[src/rtl/bcd_edit_ctrl_if.sv]
// Edit-register bus between the screen FSM / RTC side and the BCD edit controller.
// slave is the controller's view, master is the driver's view.
interface bcd_edit_ctrl_if;
  logic [1:0] FSMedit;
  logic [1:0] FSMpos;
  logic       sw_formato;
  logic       btn_up;
  logic       btn_down;
  logic [7:0] rtc_f3;
  logic [7:0] rtc_f2;
  logic [7:0] rtc_f1;
  logic [7:0] num3;
  logic [7:0] num2;
  logic [7:0] num1;
  logic       edit_active;
  logic       commit;
  logic [1:0] commit_mode;

  modport slave (
    input  FSMedit, FSMpos, sw_formato, btn_up, btn_down, rtc_f3, rtc_f2, rtc_f1,
    output num3, num2, num1, edit_active, commit, commit_mode
  );

  modport master (
    output FSMedit, FSMpos, sw_formato, btn_up, btn_down, rtc_f3, rtc_f2, rtc_f1,
    input  num3, num2, num1, edit_active, commit, commit_mode
  );
endinterface

[src/rtl/bcd_edit_ctrl.sv]
// Packed-BCD edit registers for time/date/timer editing: load from RTC on entry,
// step the selected field with up/down edges, pulse commit on exit.
module bcd_edit_ctrl (
  input  logic           clk,
  input  logic           reset,
  bcd_edit_ctrl_if.slave bus
);
  typedef enum logic [1:0] {S_IDLE, S_LOAD, S_EDIT, S_COMMIT} state_t;

  localparam logic [1:0] M_FECHA = 2'd2;
  localparam logic [1:0] M_HORA  = 2'd3;

  // fld numbering follows the register names: 3 = num3, 2 = num2, 1 = num1
  function automatic logic is_h12(input logic [1:0] mode, input logic [1:0] fld, input logic fmt);
    return (mode == M_HORA) && (fld == 2'd3) && fmt;
  endfunction

  function automatic logic [7:0] fmin(input logic [1:0] mode, input logic [1:0] fld, input logic fmt);
    logic [7:0] r;
    r = 8'h00;
    if (is_h12(mode, fld, fmt))             r = 8'h01;
    if (mode == M_FECHA && fld != 2'd1)     r = 8'h01;
    return r;
  endfunction

  function automatic logic [7:0] fmax(input logic [1:0] mode, input logic [1:0] fld, input logic fmt);
    logic [7:0] r;
    case (fld)
      2'd3:    r = (mode == M_FECHA) ? 8'h31 : (is_h12(mode, fld, fmt) ? 8'h12 : 8'h23);
      2'd2:    r = (mode == M_FECHA) ? 8'h12 : 8'h59;
      default: r = (mode == M_FECHA) ? 8'h99 : 8'h59;
    endcase
    return r;
  endfunction

  function automatic logic [7:0] bcd_inc(input logic [7:0] b);
    return (b[3:0] == 4'd9) ? {b[7:4] + 4'd1, 4'd0} : {b[7:4], b[3:0] + 4'd1};
  endfunction

  function automatic logic [7:0] bcd_dec(input logic [7:0] b);
    return (b[3:0] == 4'd0) ? {b[7:4] - 4'd1, 4'd9} : {b[7:4], b[3:0] - 4'd1};
  endfunction

  // Out-of-range or non-BCD collapses to the field minimum; 12 h PM bit rides along untouched.
  function automatic logic [7:0] fsan(input logic [7:0] v, input logic [1:0] mode,
                                      input logic [1:0] fld, input logic fmt);
    logic       h12;
    logic [7:0] b, lo, hi;
    h12 = is_h12(mode, fld, fmt);
    b   = h12 ? {1'b0, v[6:0]} : v;
    lo  = fmin(mode, fld, fmt);
    hi  = fmax(mode, fld, fmt);
    if (b[7:4] > 4'd9 || b[3:0] > 4'd9 || b < lo || b > hi) b = lo;
    return {b[7] | (h12 & v[7]), b[6:0]};
  endfunction

  function automatic logic [7:0] fstep(input logic [7:0] v, input logic [1:0] mode,
                                       input logic [1:0] fld, input logic fmt, input logic up);
    logic       h12, pm;
    logic [7:0] s, b, lo, hi;
    h12 = is_h12(mode, fld, fmt);
    s   = fsan(v, mode, fld, fmt);
    pm  = h12 & s[7];
    b   = h12 ? {1'b0, s[6:0]} : s;
    lo  = fmin(mode, fld, fmt);
    hi  = fmax(mode, fld, fmt);
    if (up) begin
      if (h12 && b == 8'h11) pm = ~pm;
      b = (b == hi) ? lo : bcd_inc(b);
    end else begin
      if (h12 && b == 8'h12) pm = ~pm;
      b = (b == lo) ? hi : bcd_dec(b);
    end
    return {b[7] | pm, b[6:0]};
  endfunction

  state_t     state_q;
  logic [1:0] mode_q;
  logic [7:0] num3_q, num2_q, num1_q;
  logic       edit_active_q, commit_q;
  logic [1:0] commit_mode_q;
  logic       up_q, dn_q;

  logic       up_edge, dn_edge, step_en;
  logic [1:0] sel_fld;
  logic [7:0] cur_val, step_d;

  assign up_edge = bus.btn_up & ~up_q;
  assign dn_edge = bus.btn_down & ~dn_q;

  always_comb begin
    sel_fld = 2'd0;
    case (bus.FSMpos)
      2'd1:    sel_fld = 2'd3;
      2'd2:    sel_fld = 2'd2;
      2'd3:    sel_fld = 2'd1;
      default: sel_fld = 2'd0;
    endcase
  end

  always_comb begin
    cur_val = num1_q;
    case (sel_fld)
      2'd3:    cur_val = num3_q;
      2'd2:    cur_val = num2_q;
      default: cur_val = num1_q;
    endcase
  end

  assign step_en = (up_edge ^ dn_edge) && (sel_fld != 2'd0);
  assign step_d  = fstep(cur_val, mode_q, sel_fld, bus.sw_formato, up_edge);

  always_ff @(posedge clk) begin
    if (reset) begin
      state_q       <= S_IDLE;
      mode_q        <= 2'd0;
      num3_q        <= 8'h00;
      num2_q        <= 8'h00;
      num1_q        <= 8'h00;
      edit_active_q <= 1'b0;
      commit_q      <= 1'b0;
      commit_mode_q <= 2'd0;
      up_q          <= 1'b0;
      dn_q          <= 1'b0;
    end else begin
      // edge history advances every cycle so edges outside EDIT are dropped, not queued
      up_q <= bus.btn_up;
      dn_q <= bus.btn_down;
      case (state_q)
        S_IDLE: begin
          if (bus.FSMedit != 2'd0) begin
            mode_q  <= bus.FSMedit;
            state_q <= S_LOAD;
          end
        end
        S_LOAD: begin
          num3_q        <= fsan(bus.rtc_f3, mode_q, 2'd3, bus.sw_formato);
          num2_q        <= fsan(bus.rtc_f2, mode_q, 2'd2, bus.sw_formato);
          num1_q        <= fsan(bus.rtc_f1, mode_q, 2'd1, bus.sw_formato);
          edit_active_q <= 1'b1;
          state_q       <= S_EDIT;
        end
        S_EDIT: begin
          if (bus.FSMedit != mode_q) begin
            edit_active_q <= 1'b0;
            commit_q      <= 1'b1;
            commit_mode_q <= mode_q;
            state_q       <= S_COMMIT;
          end else if (step_en) begin
            case (sel_fld)
              2'd3:    num3_q <= step_d;
              2'd2:    num2_q <= step_d;
              default: num1_q <= step_d;
            endcase
          end
        end
        default: begin
          commit_q <= 1'b0;
          if (bus.FSMedit != 2'd0) begin
            mode_q  <= bus.FSMedit;
            state_q <= S_LOAD;
          end else begin
            state_q <= S_IDLE;
          end
        end
      endcase
    end
  end

  assign bus.num3        = num3_q;
  assign bus.num2        = num2_q;
  assign bus.num1        = num1_q;
  assign bus.edit_active = edit_active_q;
  assign bus.commit      = commit_q;
  assign bus.commit_mode = commit_mode_q;
endmodule

[src/flat_wrapper.sv]
// flat-port wrapper written by rule: the top's interface ports become plain ports
module bcd_edit_ctrl_flat 
  (clk, reset, bus_FSMedit, bus_FSMpos, bus_sw_formato, bus_btn_up, bus_btn_down, bus_rtc_f3, bus_rtc_f2, bus_rtc_f1, bus_num3, bus_num2, bus_num1, bus_edit_active, bus_commit, bus_commit_mode);
  bcd_edit_ctrl_if bus_i ();
  input  logic clk;
  input  logic reset;
  input wire logic [$bits(bus_i.FSMedit)-1:0] bus_FSMedit;
  input wire logic [$bits(bus_i.FSMpos)-1:0] bus_FSMpos;
  input wire logic [$bits(bus_i.sw_formato)-1:0] bus_sw_formato;
  input wire logic [$bits(bus_i.btn_up)-1:0] bus_btn_up;
  input wire logic [$bits(bus_i.btn_down)-1:0] bus_btn_down;
  input wire logic [$bits(bus_i.rtc_f3)-1:0] bus_rtc_f3;
  input wire logic [$bits(bus_i.rtc_f2)-1:0] bus_rtc_f2;
  input wire logic [$bits(bus_i.rtc_f1)-1:0] bus_rtc_f1;
  output wire logic [$bits(bus_i.num3)-1:0] bus_num3;
  output wire logic [$bits(bus_i.num2)-1:0] bus_num2;
  output wire logic [$bits(bus_i.num1)-1:0] bus_num1;
  output wire logic [$bits(bus_i.edit_active)-1:0] bus_edit_active;
  output wire logic [$bits(bus_i.commit)-1:0] bus_commit;
  output wire logic [$bits(bus_i.commit_mode)-1:0] bus_commit_mode;
  assign bus_i.FSMedit = bus_FSMedit;
  assign bus_i.FSMpos = bus_FSMpos;
  assign bus_i.sw_formato = bus_sw_formato;
  assign bus_i.btn_up = bus_btn_up;
  assign bus_i.btn_down = bus_btn_down;
  assign bus_i.rtc_f3 = bus_rtc_f3;
  assign bus_i.rtc_f2 = bus_rtc_f2;
  assign bus_i.rtc_f1 = bus_rtc_f1;
  assign bus_num3 = bus_i.num3;
  assign bus_num2 = bus_i.num2;
  assign bus_num1 = bus_i.num1;
  assign bus_edit_active = bus_i.edit_active;
  assign bus_commit = bus_i.commit;
  assign bus_commit_mode = bus_i.commit_mode;
  bcd_edit_ctrl u_core (.clk(clk), .reset(reset), .bus(bus_i));
endmodule
[config.mk]
export PLATFORM = sky130hd
export DESIGN_NAME = bcd_edit_ctrl_flat
export DESIGN_NICKNAME = d
export VERILOG_FILES = /design/src/rtl/bcd_edit_ctrl_if.sv /design/src/rtl/bcd_edit_ctrl.sv /design/src/flat_wrapper.sv
export SDC_FILE = /design/constraint.sdc
export NUM_CORES = 1
export LEC_CHECK = 0
export ABC_AREA = 1
export CORE_MARGIN = 3
export CORE_UTILIZATION = 53
export DETAILED_ROUTE_END_ITERATION = 8
export PLACE_DENSITY = 0.85
export SLEW_MARGIN = 20
export SYNTH_ARGS = -nofsm -noshare
export SYNTH_HDL_FRONTEND = slang
export SYNTH_SLANG_ARGS = --single-unit
[constraint.sdc]
create_clock -name clk -period 6.2 [get_ports clk]
set_input_delay 1.24 -clock clk [delete_from_list [all_inputs] [get_ports clk]]
set_output_delay 1.24 -clock clk [all_outputs]
set_load 0.02 [all_outputs]
==> results_dict.tcl <==
set metrics [dict create \
    grt_max_degree 29 \
    power.leakage_nw 2.01 \
    timing.rr.end "u_core.bus.num3[3]$_SDFFE_PP0P_" \
    port_buffers 60 \
    grt_overflow 0 \
    synthArstFlopShare_pct 0 \
    synth_flop_cell "dfxtp_1" \
    hold_path.class "register to register" \
    synth_edf_count 0 \
    grt_pass1_wl_mm 17.3 \
    synth_top_cell_area_share_pct 20.3 \
    p_clk_share_pct 13.3 \
    core_area_um2 6030 \
    post_cts_buffers 0 \
    drc_errors 0 \
    synth-seq-cells 34 \
    grt_setup_unrepaired "false" \
    period_needed_ns 5.45 \
    fin_tns_setup_ns 0 \
    cts_tree "yes" \
    synth.avg_cell_area_um2 6.21 \
    die_y_um 85.6 \
    wire_per_inst_um 15.6 \
    clk_pin_slew_worst_paths_ns 0.08 \
    hpwlAfterDp_mm 8.17 \
    hold_start "u_core.bus.commit_mode[0]$_SDFFE_PP0P_" \
    drv_cap 0 \
    clock_tree.root_cell "clkbuf_8" \
    combPwrFrac_pct 67.5 \
    dr_total_vias 3980 \
    final_net_count 663 \
    num_rows 28 \
    worstSetupStartpointType "input port" \
    synth_area_um2 3360 \
    holdPathStages 2 \
    status "complete, no violations" \
    drtIter0Drc 381 \
    report.final.slew_viol_count 0 \
    synth_top_area_cell "dfxtp_1" \
    critPathKind "input port to register" \
    worstReg2RegStart "u_core.mode_q[1]$_SDFFE_PP0P_" \
    fillers 534 \
    arrival_ns 5.67 \
    finalInstanceArea_um2 4160 \
    syn_nets 604 \
    cp_top_family "simple AND/OR/NAND/NOR gates" \
    synthesis.instances 541 \
    switching_share_pct 52.3 \
    drt-total-wl_mm 10.5 \
    whs_endpoint "u_core.bus.commit_mode[0]$_SDFFE_PP0P_" \
    cp.required_ns 6.42 \
    area_growth_pct 23.9 \
    final.period_utilization_pct 87.9 \
    ant_nets 0 \
    place_area_um2 4010 \
    path_cells "clkdlybuf4s50_1 -> inv_1 -> ha_1 -> inv_1 -> nor2_1 -> inv_1 -> nand2_1 -> inv_1 -> nor2_1 -> nand2_1 -> ha_1 -> nand2_1 -> inv_1 -> nand4_1 -> a21oi_4 -> nand2_2 -> ha_1 -> nand2_1 -> inv_1 -> nand2_1 -> o21ai_1 -> o21ai_1 -> nand2_1 -> a21oi_1" \
    die_area_um2 7330 \
    hold_viol 0 \
    crit_path_max_incr_delay_ns 0.66 \
    clock_path_buffers 2 \
    yosysSeqAreaShare_pct 20.3 \
    max_clock_freq_mhz 183 \
    post_cts_resize_count 0 \
    antenna_found_initial 0 \
    rr_worst_depth 21 \
    grt.total_usage_pct 28.8 \
    fp.dieW_um 85.6 \
    crit_path_end_kind "register" \
    start_util_pct 55.8 \
    synthTopCellsByArea "dfxtp_1 (20%), nand2_1 (14%), ha_1 (11%), inv_1 (8.6%), o21ai_0 (7.6%)" \
    cts_inserted_buffers 5 \
    path_buf_inv 7 \
    worstPathMaxFanout 19 \
    fin_worst_skew_ns 0.00646 \
    p_int_w 0.000951 \
    switching_power_w 0.00104 \
    pin_count 61 \
    htree_levels 2 \
    grt_pass1_vias 3687 \
    worst_slew_pin_slew_ns 0.747 \
    peakVddDrop_v 0.000258 \
    p_per_area_nw_per_um2 479 \
    synth_cell_type_count 42 \
    clk_latency_ns 0.30 \
    slew_headroom_pct 50.2 \
    clock_sinks 34 \
    ys_warn_count 0 \
    globalplace.congestion 1.10 \
    synthTopCellsByCount "nand2_1 (126), inv_1 (77), o21ai_0 (51)" \
    hold_buffers 0 \
    cp_slowest_cell "ha_1" \
    yosysMostFrequentCell "nand2_1" \
    p_seq_share_pct 19.2 \
    diodes 0 \
    drive_gt1_share_pct 9.32 \
    reg2reg_slack_ns 1.88 \
    first_pass_iters 6 \
    avgViaCountPerCell 5.89 \
    setup_viol 0 \
]
==> power groups by stage <==
stage	Clock (W)	Sequential (W)	Combinational [W]
after detailed placement	0	0.000384	0.00131
final	0.000265	0.000383	0.00135
after floorplan	0	0.000451	0.000823
after global routing	0.000270	0.000391	0.00148
after CTS	0.000260	0.000380	0.00132
after global placement	0	0.000382	0.00128
==> kinds of logic after synthesis <==
family	after synthesis	share of synthesized area (%)
compound gates	131	22.1
xor+xnor	4	1.04
fa+ha+maj	30	11.2
buf+inv	97	11.4
flops	34	20.3
simple gates	245	34.0
==> state kept, by name (all words and copies together), names as in the netlist <==
name and count:
u_core.state_q 2, u_core.bus.edit_active 1, u_core.mode_q 2, u_core.bus.num3 8
u_core.bus.commit_mode 2, u_core.bus.num1 8, u_core.up_q 1, u_core.dn_q 1
u_core.bus.commit 1, u_core.bus.num2 8
==> through the flow <==
| step | worst slack, ns | util, % | std cells | hold slack (ns) | power (W) |
|---|---|---|---|---|---|
| floorplan | 1.93 | - | 541 | 0.490 | 0.00127 |
| global placement | 0.692 | 66.6 | 668 | 0.476 | 0.00166 |
| detailed placement | 0.565 | 66.6 | 668 | 0.476 | 0.00169 |
| CTS | 0.839 | 69.0 | 676 | 0.496 | 0.00196 |
| global route | 0.316 | 69.1 | 676 | 0.513 | 0.00214 |
| finish | 0.748 | 69.1 | 676 | 0.498 | 0.00199 |
==> layout by cell type (no fill, tap or decap), types with 4 or more instances in the layout <==
cell type	instances
nand4_1	9
inv_1	77
a211oi_1	5
nor2_4	4
o21ai_1	5
clkbuf_8	6
nand2_2	12
inv_2	7
ha_1	30
a21oi_1	49
nor2_2	8
nand3_1	36
dfxtp_1	34
clkdlybuf4s50_1	60
nand2_1	126
nor2_1	31
o21ai_0	51
or2_1	4
==> worst max path at each step <==
| stage | slack [ns] | endpoint | depth (start not counted) | from |
|---|---|---|---|---|
| final | 0.75 | u_core.bus.num3[3]$_SDFFE_PP0P_ | 24 | bus_FSMpos[0] |
| after global placement | 0.69 | u_core.bus.num3[1]$_SDFFE_PP0P_ | 25 | bus_FSMpos[0] |
| after global routing | 0.32 | u_core.bus.num1[5]$_SDFFE_PP0P_ | 24 | bus_FSMpos[0] |
| after CTS | 0.84 | u_core.bus.num3[3]$_SDFFE_PP0P_ | 24 | bus_FSMpos[0] |
| after detailed placement | 0.56 | u_core.bus.num3[3]$_SDFFE_PP0P_ | 24 | bus_FSMpos[0] |
| after floorplan | 1.93 | u_core.bus.num1[1]$_SDFFE_PP0P_ | 26 | bus_FSMpos[0] |
==> cell type report <==
| type | instances | area, µm² | area share [%] |
|---|---|---|---|
| Clock buffer | 6 | 82.6 | 1.98 |
| Clock inverter | 2 | 60.1 | 1.44 |
| Inverter | 87 | 327 | 7.84 |
| Multi-Input combinational cell | 410 | 2300 | 55.3 |
| Sequential cell | 34 | 681 | 16.4 |
| Tap cell | 75 | 93.8 | 2.25 |
| Timing Repair Buffer | 62 | 616 | 14.8 |
==> routing by layer <==
layer / part of all wire (%) / global-route usage (%)
met1: 42 / 38.3
met2: 46 / 47.2
met3: 9.6 / 5.48
met4: 3.1 / 8.92
met5: 0 / 0
==> tightest hold or removal path: stages (launching register included) <==
cell,delay [ns]
dfxtp_1,0.32
nor2_1,0.09
nor2_1,0.05
No activity file was read; power rests on OpenSTA's default activity.
